`src/rtl/serial_pkg.sv`:
```
// Shared definitions for the serial frame transmitter and its matching receiver:
// state encoding, line levels and a counter-width helper.
package serial_pkg;

  typedef enum logic [2:0] {
    IDLE   = 3'd0,
    START  = 3'd1,
    DATA   = 3'd2,
    PARITY = 3'd3,
    STOP   = 3'd4
  } state_e;

  localparam logic START_BIT  = 1'b0;
  localparam logic STOP_BIT   = 1'b1;
  localparam logic IDLE_LEVEL = 1'b1;

  // Counter width for a range of n values, never narrower than one bit.
  function automatic int unsigned cnt_width(input int unsigned n);
    return (n > 1) ? $clog2(n) : 1;
  endfunction

endpackage

```
`src/rtl/baud_tick_gen.sv`:
```
// Bit-period divider: counts BAUD_DIV cycles while enabled and pulses bit_end
// on the last cycle of each period. Synchronous clear restarts the period.
module baud_tick_gen
  import serial_pkg::*;
#(
  parameter int unsigned BAUD_DIV = 4
) (
  input  logic clk,
  input  logic rst,
  input  logic clear,
  input  logic en,
  output logic bit_end
);

  localparam int unsigned      CNT_W    = cnt_width(BAUD_DIV);
  localparam logic [CNT_W-1:0] CNT_LAST = CNT_W'(BAUD_DIV - 1);

  logic [CNT_W-1:0] cnt_q;
  logic [CNT_W-1:0] cnt_d;

  always_comb begin
    cnt_d   = cnt_q;
    bit_end = en && (cnt_q == CNT_LAST);
    if (clear || bit_end) begin
      cnt_d = '0;
    end else if (en) begin
      cnt_d = cnt_q + CNT_W'(1);
    end
  end

  always_ff @(posedge clk) begin
    if (rst) begin
      cnt_q <= '0;
    end else begin
      cnt_q <= cnt_d;
    end
  end

endmodule

```
`src/rtl/serial_frame_tx.sv`:
```
// Parallel-to-serial frame transmitter: start bit, DATA_W bits LSB-first, stop bit.
// Define SERIAL_TX_PARITY_EN to insert an even-parity bit between data and stop.
module serial_frame_tx
  import serial_pkg::*;
#(
  parameter int unsigned DATA_W   = 8,
  parameter int unsigned BAUD_DIV = 4
) (
  input  logic              clk,
  input  logic              rst,
  input  logic [DATA_W-1:0] tx_data,
  input  logic              tx_valid,
  output logic              tx_ready,
  output logic              tx_out,
  output logic              busy
);

  localparam int unsigned      BIT_W    = cnt_width(DATA_W);
  localparam logic [BIT_W-1:0] BIT_LAST = BIT_W'(DATA_W - 1);

  state_e            state_q, state_d;
  logic [BIT_W-1:0]  bit_cnt_q, bit_cnt_d;
  logic [DATA_W-1:0] shift_q, shift_d;
  logic              tx_out_q, tx_out_d;
  logic              bit_end;
  logic              handshake;
`ifdef SERIAL_TX_PARITY_EN
  logic              parity_q, parity_d;
`endif

  baud_tick_gen #(
    .BAUD_DIV (BAUD_DIV)
  ) u_baud (
    .clk     (clk),
    .rst     (rst),
    .clear   (handshake),
    .en      (state_q != IDLE),
    .bit_end (bit_end)
  );

  // Accepting in the last STOP cycle lets frames run back-to-back with no idle gap.
  assign tx_ready  = !rst && ((state_q == IDLE) || ((state_q == STOP) && bit_end));
  assign handshake = tx_valid && tx_ready;
  assign tx_out    = tx_out_q;
  assign busy      = (state_q != IDLE);

  always_comb begin
    state_d   = state_q;
    bit_cnt_d = bit_cnt_q;
    shift_d   = shift_q;
    tx_out_d  = STOP_BIT;
`ifdef SERIAL_TX_PARITY_EN
    parity_d  = parity_q;
`endif

    case (state_q)
      IDLE: begin
        if (handshake) state_d = START;
      end
      START: begin
        if (bit_end) begin
          state_d   = DATA;
          bit_cnt_d = '0;
        end
      end
      DATA: begin
        if (bit_end) begin
          shift_d = shift_q >> 1;
          if (bit_cnt_q == BIT_LAST) begin
`ifdef SERIAL_TX_PARITY_EN
            state_d = PARITY;
`else
            state_d = STOP;
`endif
          end else begin
            bit_cnt_d = bit_cnt_q + BIT_W'(1);
          end
        end
      end
      PARITY: begin
        if (bit_end) state_d = STOP;
      end
      STOP: begin
        if (bit_end) state_d = handshake ? START : IDLE;
      end
      default: state_d = IDLE;
    endcase

    if (handshake) begin
      shift_d = tx_data;
`ifdef SERIAL_TX_PARITY_EN
      parity_d = ^tx_data;
`endif
    end

    // Line level is registered, so it follows the state being entered.
    case (state_d)
      START:  tx_out_d = START_BIT;
      DATA:   tx_out_d = shift_d[0];
`ifdef SERIAL_TX_PARITY_EN
      PARITY: tx_out_d = parity_q;
`endif
      default: tx_out_d = STOP_BIT;
    endcase
  end

  always_ff @(posedge clk) begin
    if (rst) begin
      state_q   <= IDLE;
      bit_cnt_q <= '0;
      shift_q   <= '0;
      tx_out_q  <= IDLE_LEVEL;
`ifdef SERIAL_TX_PARITY_EN
      parity_q  <= 1'b0;
`endif
    end else begin
      state_q   <= state_d;
      bit_cnt_q <= bit_cnt_d;
      shift_q   <= shift_d;
      tx_out_q  <= tx_out_d;
`ifdef SERIAL_TX_PARITY_EN
      parity_q  <= parity_d;
`endif
    end
  end

endmodule

```
`config.mk`:
```
export PLATFORM = sky130hd
export DESIGN_NAME = serial_frame_tx
export DESIGN_NICKNAME = d
export VERILOG_FILES = /design/src/rtl/serial_pkg.sv /design/src/rtl/baud_tick_gen.sv /design/src/rtl/serial_frame_tx.sv
export SDC_FILE = /design/constraint.sdc
export NUM_CORES = 1
export LEC_CHECK = 0
export BUFFER_PORTS_ARGS = -buffer_cell sky130_fd_sc_hd__buf_2
export CAP_MARGIN = 20
export CORE_UTILIZATION = 53
export DETAILED_ROUTE_END_ITERATION = 7
export GPL_TIMING_DRIVEN = 0
export PLACE_DENSITY_LB_ADDON = 0.05
export SYNTH_ARGS = -nofsm -noshare
export SYNTH_HDL_FRONTEND = slang
export SYNTH_SLANG_ARGS = --single-unit
export TNS_END_PERCENT = 10
```
`constraint.sdc`:
```
create_clock -name clk -period 1.7 [get_ports clk]
set_input_delay 0.34 -clock clk [delete_from_list [all_inputs] [get_ports clk]]
set_output_delay 0.34 -clock clk [all_outputs]
set_load 0.05 [all_outputs]
```
## After elaboration in Yosys (flattened, before gate mapping)

Cells that the tools add are included.

| word-level totals | value |
|---|---|
| register bits after elaboration | 17 |
| output and inout bits | 3 |

| cells by class | value |
|---|---|
| eq/ne operators | 11 |
| multiplexer cells | 16 |
| add/sub/neg operators | 2 |
| reduce and logical (&&, ||, !) cells | 15 |

Operators with widths:

| operator | number |
|---|---|
| $mux W3 | 9 |
| $mux W8 | 3 |
| $pmux W3 S5 | 1 |
| $eq A3 B2 Y1 const B | 3 |
| $eq A3 B1 Y1 const B | 2 |
| $eq A3 B3 Y1 const B | 2 |
| $ne A2 B2 Y1 const B | 3 |
| $pmux W3 S2 | 1 |
| $reduce_bool A2 Y1 | 3 |
| $logic_and A1 B1 Y1 | 4 |
| $reduce_and A4 Y1 | 1 |
| $add A3 B1 Y3 const B | 1 |
| $logic_not A3 Y1 | 1 |
| $reduce_bool A3 Y1 | 1 |
| $add A2 B1 Y2 const B | 1 |
| $eq A2 B2 Y1 const B | 1 |
| $logic_or A1 B1 Y1 | 2 |
| $pmux W1 S2 | 1 |
| $reduce_and A2 Y1 | 1 |
| $reduce_or A2 Y1 | 1 |
| $logic_not A1 Y1 | 1 |
| $mux W1 | 1 |

## Depth between registers and ports, before layout

Gate-level depths: netlist (run 1).

| depth | value |
|---|---|
| word-level depth | 11 |
| mapped depth | 7 |
| mapped depth without buffers | 6 |

## Cells and area by module

Synthesis (run 1) repeated with hierarchy kept, for this count alone.

| unflattened totals | value |
|---|---|
| cell total of the unflattened synthesis | 91 |
| area total of the unflattened synthesis | 873.3 um2 |

Modules (own cells, without submodules):

| module | cells each | times used | area an instance (um2) |
|---|---|---|---|
| serial_frame_tx | 81 | 1 | 765.7 |
| baud_tick_gen | 10 | 1 | 107.6 |

## Worst setup path before layout (run 1)

Ideal clock, no wire load.

| timing path | value |
|---|---|
| kind | register to output |
| start point | register u_baud.cnt_q[0] |
| end point | output tx_ready |
| path slack | -0.805 ns |
| stages on the path, launching flop included | 5 |
| data arrival time | 2.165 ns |
| buffers on the path | 1 |
| path through | dfxtp_1 -> ha_1 -> buf_2 -> nor2b_1 -> nor4_1 |

| on the way | value |
|---|---|
| longest elaborated chain between the ends | 5 |

Ends and longest elaborated chain:

| item | line | text |
|---|---|---|
| start, declared | baud_tick_gen.sv:18 | `logic [CNT_W-1:0] cnt_q;` |
| start signal, assigned | baud_tick_gen.sv:35 | `cnt_q <= cnt_d;` |
| $eq A2 B2 Y1 | baud_tick_gen.sv:23 | `bit_end = en && (cnt_q == CNT_LAST);` |
| $logic_and A1 B1 Y1 | baud_tick_gen.sv:23 |  |
| $logic_and A1 B1 Y1 | serial_frame_tx.sv:42 | `assign tx_ready = !rst && ((state_q == IDLE) \|\| ((state_q == STOP) && bit_end));` |
| $logic_or A1 B1 Y1 | serial_frame_tx.sv:42 |  |
| $logic_and A1 B1 Y1 | serial_frame_tx.sv:42 |  |
| end, declared | serial_frame_tx.sv:13 | `output logic tx_ready,` |

No other way between the ends.

## Worst setup path after layout (run 1)

| timing path | value |
|---|---|
| start point | register state_q[0] |
| end point | output busy |

| on the way | value |
|---|---|
| longest elaborated chain between the ends | 1 |

Ends and longest elaborated chain:

| item | line | text |
|---|---|---|
| start, declared | serial_frame_tx.sv:21 | `state_e state_q, state_d;` |
| start signal, assigned | serial_frame_tx.sv:117 | `state_q <= state_d;` |
| $reduce_bool A3 Y1 | serial_frame_tx.sv:45 | `assign busy = (state_q != IDLE);` |
| end, declared | serial_frame_tx.sv:15 | `output logic busy` |

No other way between the ends.

==> flow_summary.json, run 1 <==
{
  "rsz0062_at_grt": "true",
  "drive_gt1_share_pct": 32.14,
  "yosysWarnings": 0,
  "num_vias": 718,
  "min_period_ps": 1674,
  "portBuffers": 13,
  "peakVddDrop_v": 0.0005975,
  "die_w_um": 42.62,
  "syn_nets": 106,
  "crit_chain": "buf_2 > nor3_2 > inv_1 > buf_2",
  "fillerInstances": 128,
  "place_hpwl_mm": 1.143,
  "maxSlewViolCount": 0,
  "num_io_pins": 14,
  "power_uw": 766.2,
  "dpl_cell_area_sq_um": 974.7,
  "cp_max_fo": 10,
  "first_iter_violations": 7,
  "async_flop_share_pct": 0,
  "syn_area_per_cell_sq_um": 9.506,
  "drtAntennaViolNets": 0,
  "drt-total-wl_mm": 1.588,
  "grt_antenna_before_repair": 0,
  "cp_common_cell": "buf_2",
  "num_rows": 14,
  "r2r-start": "u_baud.cnt_q[0]",
  "grt_max_degree": 11,
  "fmax_mhz": 597.5,
  "clk_root_buffer_cell": "clkbuf_4",
  "hold_path_class": "in2reg",
  "drc": 0,
  "antenna_cells": 0,
  "cp.required_ps": 1360,
  "synth_edf_count": 0,
  "synth_flop_cell": "dfxtp_1",
  "crit_start": "state_q[0]",
  "stdcell_area_sq_um": 1056,
  "worstMarginPinSlew_ps": 511.4,
  "dr.pass1.iters": 3,
  "grt_usage_pct": 20.96,
  "cts_buffer_depth": 2,
  "cts.sinks": 17,
  "hold_violations": 0,
  "grt_overflow": 0,
  "dieArea_sq_um": 1816,
  "nets": 127,
  "min_from": "tx_data[7]",
  "die_height_um": 42.62,
  "final_cells": 128,
  "ys_ff_latch": 17,
  "core-area_sq_um": 1524,
  "final.setup_skew_ps": 8.354,
  "start_util_pct": 57.39,
  "avgRoutedWirePerCell_um": 12.41,
  "clkTransAtPathRegs_ps": 100,
  "path_class": "reg2out",
  "drv_cap": 0,
  "placed_cells_incl_taps": 121,
  "slowest_delay_ps": 320,
  "outcome": "completed",
  "cp_slowest_cell": "dfxtp_1",
  "numCtsBuffers": 3,
  "ys_seq_area_share_pct": 38.91,
  "start_kind": "flip-flop",
  "ys_types": 33,
  "h-tree-depth": 1,
  "cellPowerDensity_nw_per_um2": 725.6,
  "timing.final.crit_share_pct": 98.46,
  "grt_pass1_wl_mm": 2.856,
  "first_global_vias": 667,
  "maxSlewHeadroom_pct": 65.91,
  "synth_cells": 92,
  "cp-end-kind": "output port",
  "place_congestion": 0.7642,
  "clk_latency_ps": 290,
  "cts_tree": "built",
  "synth_area_sq_um": 874.6,
  "finalSetupViolCount": 0,
  "worst-endpoint-arrival_ps": 1330,
  "p_leak_uw": 0.0004375,
  "viasPerCell": 5.609,
  "syn2layout_area_growth_pct": 20.74
}
-- critical path, delay by kind of cell (launching register included) --
| family | cells | cell delay [ps] |
|---|---|---|
| buf+inv | 3 | 450 |
| flops | 1 | 320 |
| simple gates | 1 | 260 |
-- cells in the mapped netlist, drive strengths merged, types with 2 or more instances --
cell / number / area share [%]
ha: 3 / 4.3
a22oi: 3 / 2.6
a211oi: 7 / 6.6
mux2i: 8 / 9.2
nand2: 2 / 0.86
nor3: 4 / 2.3
nor2b: 2 / 1.4
nor3b: 2 / 1.7
dfxtp: 17 / 39
buf: 4 / 3.7
and2b: 3 / 2.9
a21oi: 4 / 2.3
nor2: 14 / 6.3
o21ai: 3 / 1.7
nand3b: 2 / 1.7
clkbuf: 2 / 0.86
-- layout by cell type, fill, tap and decap left out, types with 2 or more instances in the layout --
cell type / count
dfxtp_1: 14
buf_2: 13
nor2_1: 13
mux2i_1: 8
a211oi_1: 6
buf_6: 4
a21oi_1: 4
nor3_1: 3
a22oi_1: 3
clkbuf_4: 3
buf_4: 3
dfxtp_2: 3
clkbuf_1: 2
and2b_2: 2
o21ai_0: 2
nor3b_1: 2
nand2_1: 2
nand3b_1: 2
ha_1: 2
-- worst paths after layout --
check        cells past startpoint  slack, ps         end
max                              4         30        busy
min                              3        300  shift_q[7]
max reg2reg                      6         60      tx_out
min reg2reg                      2        500  shift_q[7]
-- sequential cells by signal, summed over array words and instances, names as in the netlist --
signal / flops
shift_q: 8
tx_out: 1
u_baud.cnt_q: 2
bit_cnt_q: 3
state_q: 3
-- final cells by class --
cell class | count | area, sq um | area share [%]
timing repair buffer | 16 | 93.84 | 8.886
clock buffer | 3 | 22.52 | 2.133
sequential | 17 | 344.1 | 32.58
buffer | 6 | 46.29 | 4.384
tap | 16 | 20.02 | 1.896
inverter | 1 | 3.754 | 0.3555
multi-input combinational | 68 | 520.5 | 49.29
clock inverter | 1 | 5.005 | 0.4739
-- timing repair --
action	4_1_cts	5_1_grt
pin swaps	0	0
endpoints found under the hold margin	0	0
setup buffers	0	3
setup endpoints to repair	2	3
hold buffers	0	0
resized for setup	9	2
-- per-layer routing --
metal  part of all wire (%)  track usage (%)  vias up
met5                      0                0        -
met4                    2.1            9.375        0
met3                    3.0            6.466        4
met2                     47            33.94        8
met1                     48            25.13      329
li1                       -                -      377
-- power by group --
part / switching (uW) / leakage (uW) / total, uW / internal [uW]
logic: 73.1 / 0.000279 / 127 / 53.8
clock network: 126 / 0.0000177 / 214 / 87.6
registers: 7.97 / 0.000140 / 426 / 418
total: 207 / 0.000437 / 766 / 559
-- stage by stage --
stage               hold slack, ps  TNS [ps]  setup slack (ps)  utilization (%)
detailed placement           481.0         0             87.95            63.96
global placement             473.3         0             103.8            63.96
CTS                          293.8         0             2.237            67.65
global route                 310.3    -108.1            -64.06            69.29
floorplan                    459.7         0             92.92                -
finish                       299.5         0             26.23            69.29
-- cells by family after synthesis --
logic type	count (synthesis)	synth area share, %
AND/OR/NAND/NOR	36	25.61
AO/OA/AOI/OAI	21	17.02
flip-flops	17	38.91
multiplexers	8	9.156
buffers and inverters	7	5.007
adder cells (fa/ha/maj)	3	4.292
No activity file was read; power rests on OpenSTA's default activity.
==> run 2, diff against run 1 <==
--- a/config.mk
+++ b/config.mk
@@ -7,9 +7,9 @@
 export LEC_CHECK = 0
 export BUFFER_PORTS_ARGS = -buffer_cell sky130_fd_sc_hd__buf_2
 export CAP_MARGIN = 20
+export CORE_ASPECT_RATIO = 0.8
 export CORE_UTILIZATION = 53
 export DETAILED_ROUTE_END_ITERATION = 7
-export GPL_TIMING_DRIVEN = 0
 export PLACE_DENSITY_LB_ADDON = 0.05
 export SYNTH_ARGS = -nofsm -noshare
 export SYNTH_HDL_FRONTEND = slang
==> flow_summary.json, run 2 (synthesis results as in run 1) <==
{
  "outcome": "completed",
  "num_io_pins": 14,
  "maxSlewViolCount": 0,
  "start_kind": "flip-flop",
  "power_uw": 765.7,
  "worstMarginPinSlew_ps": 395.4,
  "register_area_sq_um": 346.6,
  "final_cell_mix": "dfxtp_1, nor2_1, buf_2",
  "place_hpwl_mm": 1.216,
  "final_common_cell": "dfxtp_1",
  "avgRoutedWirePerCell_um": 13.35,
  "final.setup_skew_ps": 14.69,
  "largest_register_ffs": 8,
  "drt-total-wl_mm": 1.695,
  "top_regs": "shift_q x8, bit_cnt_q x3, state_q x3",
  "first_global_vias": 661,
  "grt_usage_pct": 23.42,
  "cp_max_fo": 11,
  "final_cells": 127,
  "fmax_mhz": 606.7,
  "grt_overflow": 0,
  "maxSlewHeadroom_pct": 73.36,
  "min_period_ps": 1648,
  "timing.final.crit_share_pct": 96.95,
  "viasPerCell": 5.496,
  "cts_buffer_depth": 2,
  "clk_latency_ps": 300,
  "drv_cap": 0,
  "dieArea_sq_um": 1818,
  "dr.pass1.iters": 4,
  "cp.required_ps": 1360,
  "fin_ws_ps": 51.79,
  "h-tree-depth": 1,
  "core-area_sq_um": 1456,
  "cp-end-kind": "output port",
  "nets": 121,
  "start_util_pct": 60.05,
  "regMostFlops": "shift_q",
  "num_vias": 698,
  "first_iter_violations": 14,
  "cellPowerDensity_nw_per_um2": 752.7,
  "finalSetupViolCount": 0,
  "peakVddDrop_v": 0.0005829,
  "drive_gt1_share_pct": 28.30,
  "hold_path_class": "in2reg",
  "hold_violations": 0,
  "p_leak_uw": 0.0004059,
  "drc": 0,
  "clkTransAtPathRegs_ps": 100,
  "path_class": "reg2out",
  "grt_pass1_wl_mm": 2.891,
  "rsz0062_at_grt": "true",
  "cts_tree": "built",
  "place_congestion": 0.7419,
  "antenna_cells": 0,
  "placed_cells_incl_taps": 123,
  "numCtsBuffers": 3,
  "num_rows": 12,
  "drtAntennaViolNets": 0,
  "worst-endpoint-arrival_ps": 1310,
  "cts.sinks": 17,
  "grt_antenna_before_repair": 0,
  "hold_buffers": 0,
  "pre_cts_slack_ps": 28.55,
  "syn2layout_area_growth_pct": 16.31,
  "multi_input_comb_area_sq_um": 520.5,
  "die_w_um": 47.42,
  "clk_root_buffer_cell": "clkbuf_4",
  "grt_max_degree": 20,
  "portBuffers": 13,
  "fillerInstances": 135,
  "tns_ps": 0,
  "die_height_um": 38.34
}
## run 2: metrics by stage
stage	hold WS (ps)	util [%]	instance area (sq um)
finish	284.9	69.85	1017
global route	310.9	69.85	1017
CTS	282.7	69.50	1012
detailed placement	499.3	66.15	963.4
global placement	472.0	66.15	963.4
floorplan	459.7	-	889.6
## run 2: metal layers
layer	vias up	global-route usage (%)	part of all wire (%)
met5	-	0	0
met4	0	6.429	0.83
li1	365	-	-
met3	2	7.075	3.0
met2	11	35.96	43
met1	320	31.49	53
## run 2: worst max-delay path, cell delays in order, from the launching register on
cell     delay [ps]
dfxtp_2         380
ha_4            210
nor2b_2          80
nor4_4          150
buf_6           190
## run 2: final timing paths
check	startpoint	end	slack [ps]	cells after the start
worst min register to register	shift_q[7]	shift_q[7]	510	2
worst min-delay path	tx_data[7]	shift_q[7]	280	3
worst max register to register	bit_cnt_q[0]	tx_out	90	5
worst max-delay path	u_baud.cnt_q[1]	tx_ready	50	4
## run 2: area by class of cell
cell class / instances / share of cell area (%)
sequential: 17 / 34.07
tap: 21 / 2.583
timing repair buffer: 16 / 9.225
inverter: 1 / 0.3690
multi-input combinational: 68 / 51.17
clock buffer: 4 / 2.583
## run 2: power by group
part           switching [uW]  total, uW  internal (uW)
Sequential               15.7        433            417
Combinational            66.6        117           50.7
Clock                     124        215           91.3
Total                     206        766            559
## run 2: what timing repair did
action	4_1_cts	5_1_grt
setup endpoints to repair	1	2
setup buffers	0	0
gates resized for setup	6	3
pin swaps	0	1
hold endpoints to repair	0	0
==> run 3, diff against run 2 <==
--- a/config.mk
+++ b/config.mk
@@ -8,10 +8,11 @@
 export BUFFER_PORTS_ARGS = -buffer_cell sky130_fd_sc_hd__buf_2
 export CAP_MARGIN = 20
 export CORE_ASPECT_RATIO = 0.8
-export CORE_UTILIZATION = 53
+export CORE_UTILIZATION = 45
 export DETAILED_ROUTE_END_ITERATION = 7
 export PLACE_DENSITY_LB_ADDON = 0.05
 export SYNTH_ARGS = -nofsm -noshare
 export SYNTH_HDL_FRONTEND = slang
+export SYNTH_HIERARCHICAL = 1
 export SYNTH_SLANG_ARGS = --single-unit
 export TNS_END_PERCENT = 10
==> constraint.sdc (replaced) <==
create_clock -name clk -period 2.1 [get_ports clk]
set_input_delay 0.42 -clock clk [delete_from_list [all_inputs] [get_ports clk]]
set_output_delay 0.42 -clock clk [all_outputs]
set_load 0.05 [all_outputs]
==> flow_summary.json, run 3 <==
{
  "ys_seq_area_share_pct": 38.97,
  "grt_antenna_before_repair": 0,
  "core-area_sq_um": 1724,
  "grt_overflow": 0,
  "p_leak_uw": 0.0004428,
  "hold_path_class": "in2reg",
  "num_vias": 713,
  "synth.top_cells.by_area": "dfxtp_1, mux2i_1, a211oi_1",
  "syn2layout_area_growth_pct": 18.19,
  "ys_types": 33,
  "worst-endpoint-arrival_ps": 1580,
  "maxSlewHeadroom_pct": 75.56,
  "cellPowerDensity_nw_per_um2": 588.8,
  "viasPerCell": 5.443,
  "timing.final.crit_share_pct": 95.26,
  "cts.sinks": 17,
  "r2r-end": "tx_out",
  "outcome": "completed",
  "place_hpwl_mm": 1.084,
  "drc": 0,
  "start_util_pct": 50.65,
  "fmax_mhz": 499.9,
  "path_class": "reg2out",
  "cts_tree": "built",
  "syn_nets": 105,
  "synth_edf_count": 0,
  "synth_flop_cell": "dfxtp_1",
  "reg2reg_slack_ps": 190,
  "synth_cells": 91,
  "ys_ff_latch": 17,
  "regMostFlops": "shift_q",
  "r2r_cells": 7,
  "hold_buffers": 0,
  "grt_pass1_wl_mm": 2.760,
  "first_iter_violations": 13,
  "cp.required_ps": 1680,
  "synth_area_leader_cell": "dfxtp_1",
  "first_global_vias": 611,
  "min_from": "tx_data[7]",
  "placed_cells_incl_taps": 124,
  "die_w_um": 51.26,
  "drtAntennaViolNets": 0,
  "maxSlewViolCount": 0,
  "cp-end-kind": "output port",
  "worstMarginPinSlew_ps": 366.6,
  "r2r-start": "state_q[2]",
  "finalSetupViolCount": 0,
  "portBuffers": 13,
  "min_to": "shift_q[7]",
  "register_area_sq_um": 344.1,
  "post-synth-top-count-cell": "dfxtp_1",
  "largest_register_ffs": 8,
  "grt_usage_pct": 17.57,
  "min_path_cells": 3,
  "num_io_pins": 14,
  "grt_max_degree": 21,
  "num_rows": 13,
  "tns_ps": 0,
  "h-tree-depth": 1,
  "rsz0062_at_grt": "false",
  "place_congestion": 0.7671,
  "min_period_ps": 2001,
  "clk_latency_ps": 290,
  "cp_max_fo": 4,
  "synth_commonest_cells": "dfxtp_1, nor2_1, mux2i_1, a211oi_1, nor2b_1",
  "synth_top_area_share_pct": 38.97,
  "syn_area_per_cell_sq_um": 9.597,
  "dieArea_sq_um": 2122,
  "numCtsBuffers": 3,
  "final_cell_mix": "dfxtp_1, nor2_1, buf_2",
  "clk_root_buffer_cell": "clkbuf_4",
  "yosysWarnings": 6,
  "hold-worst-slack_ps": 362.1,
  "avgRoutedWirePerCell_um": 12.15,
  "post-route-util_pct": 59.87,
  "peakVddDrop_v": 0.0003897,
  "nets": 124,
  "drt-total-wl_mm": 1.592,
  "final.setup_skew_ps": 8.050,
  "async_flop_share_pct": 0,
  "top_regs": "shift_q x8, bit_cnt_q x3, state_q x3",
  "final_common_cell": "dfxtp_1",
  "dr.pass1.iters": 4,
  "drive_gt1_share_pct": 28.44,
  "hold_violations": 0,
  "antenna_cells": 0,
  "start_kind": "flip-flop",
  "clkTransAtPathRegs_ps": 90,
  "multi_input_comb_area_sq_um": 514.2,
  "fillerInstances": 174,
  "final_cells": 131,
  "cts_buffer_depth": 2,
  "drv_cap": 0,
  "die_height_um": 41.40,
  "synth_area_sq_um": 873.3
}
==> run 3: changes by cell type after synthesis, moves of 2 or more <==
cell / before / now
a211oi_1: 6 / 8
a21oi_1: 4 / 0
and2_1: 0 / 2
and2b_2: 2 / 0
nor2_1: 13 / 15
nor2b_1: 2 / 4
nor3_1: 4 / 1
==> run 3: layout make-up <==
cell class / instances / area share, %
Clock buffer: 4 / 2.545
Inverter: 1 / 0.3636
Multi-Input combinational cell: 68 / 49.82
Sequential cell: 17 / 33.33
Tap cell: 22 / 2.667
Timing Repair Buffer: 19 / 11.27
==> run 3: critical path: stages, from the launching register on <==
cell,delay (ps)
dfxtp_4,350
or3_4,360
and2_4,150
nand2b_4,160
nand2_1,80
nor2_2,40
buf_6,160
==> run 3: per-layer routing <==
metal | vias up | global-route usage (%) | share of wire [%]
met3 | 0 | 7.692 | 6.1
met1 | 328 | 24.26 | 49
met4 | 0 | 3.243 | 0
met5 | - | 0 | 0
li1 | 367 | - | -
met2 | 18 | 25.53 | 45
==> run 3: cells by family after synthesis <==
group                      synth area share (%)
adders and majority gates                 4.298
muxes                                     10.32
DFF                                       38.97
and+or+nand+nor                           24.64
AOI/OAI and AO/OA                         17.91
buffers and inverters                     3.867
==> run 3: where the power goes <==
group	total (uW)	internal, uW	switching (uW)
logic	91.0	39.2	51.8
registers	343	336	7.34
clock network	173	73.9	99.5
total	608	449	159
==> run 3: what timing repair did <==
item | in CTS | in global routing
buffers inserted | 2 | 1
hold endpoints to repair | 0 | 0
pin swaps | 0 | 1
setup endpoints to repair | 1 | 1
gates resized for setup | 7 | 0
==> run 3: per-stage QoR <==
stage	power, uW	setup WS [ps]	area (sq um)
CTS	618.9	22.45	1025
detailed placement	439.2	116.3	965.9
floorplan	416.2	63.60	880.8
global placement	437.9	150.4	965.9
finish	607.8	99.47	1032
global route	644.5	24.26	1032
==> run 3: worst max-delay path by stage <==
stage                          start  endpoint  slack, ps
after floorplan           state_q[0]  tx_ready         60
after global placement    state_q[2]  tx_ready        150
after detailed placement  state_q[2]  tx_ready        120
after CTS                 state_q[2]  tx_ready         20
after global routing      state_q[1]  tx_ready         20
final                     state_q[2]  tx_ready        100
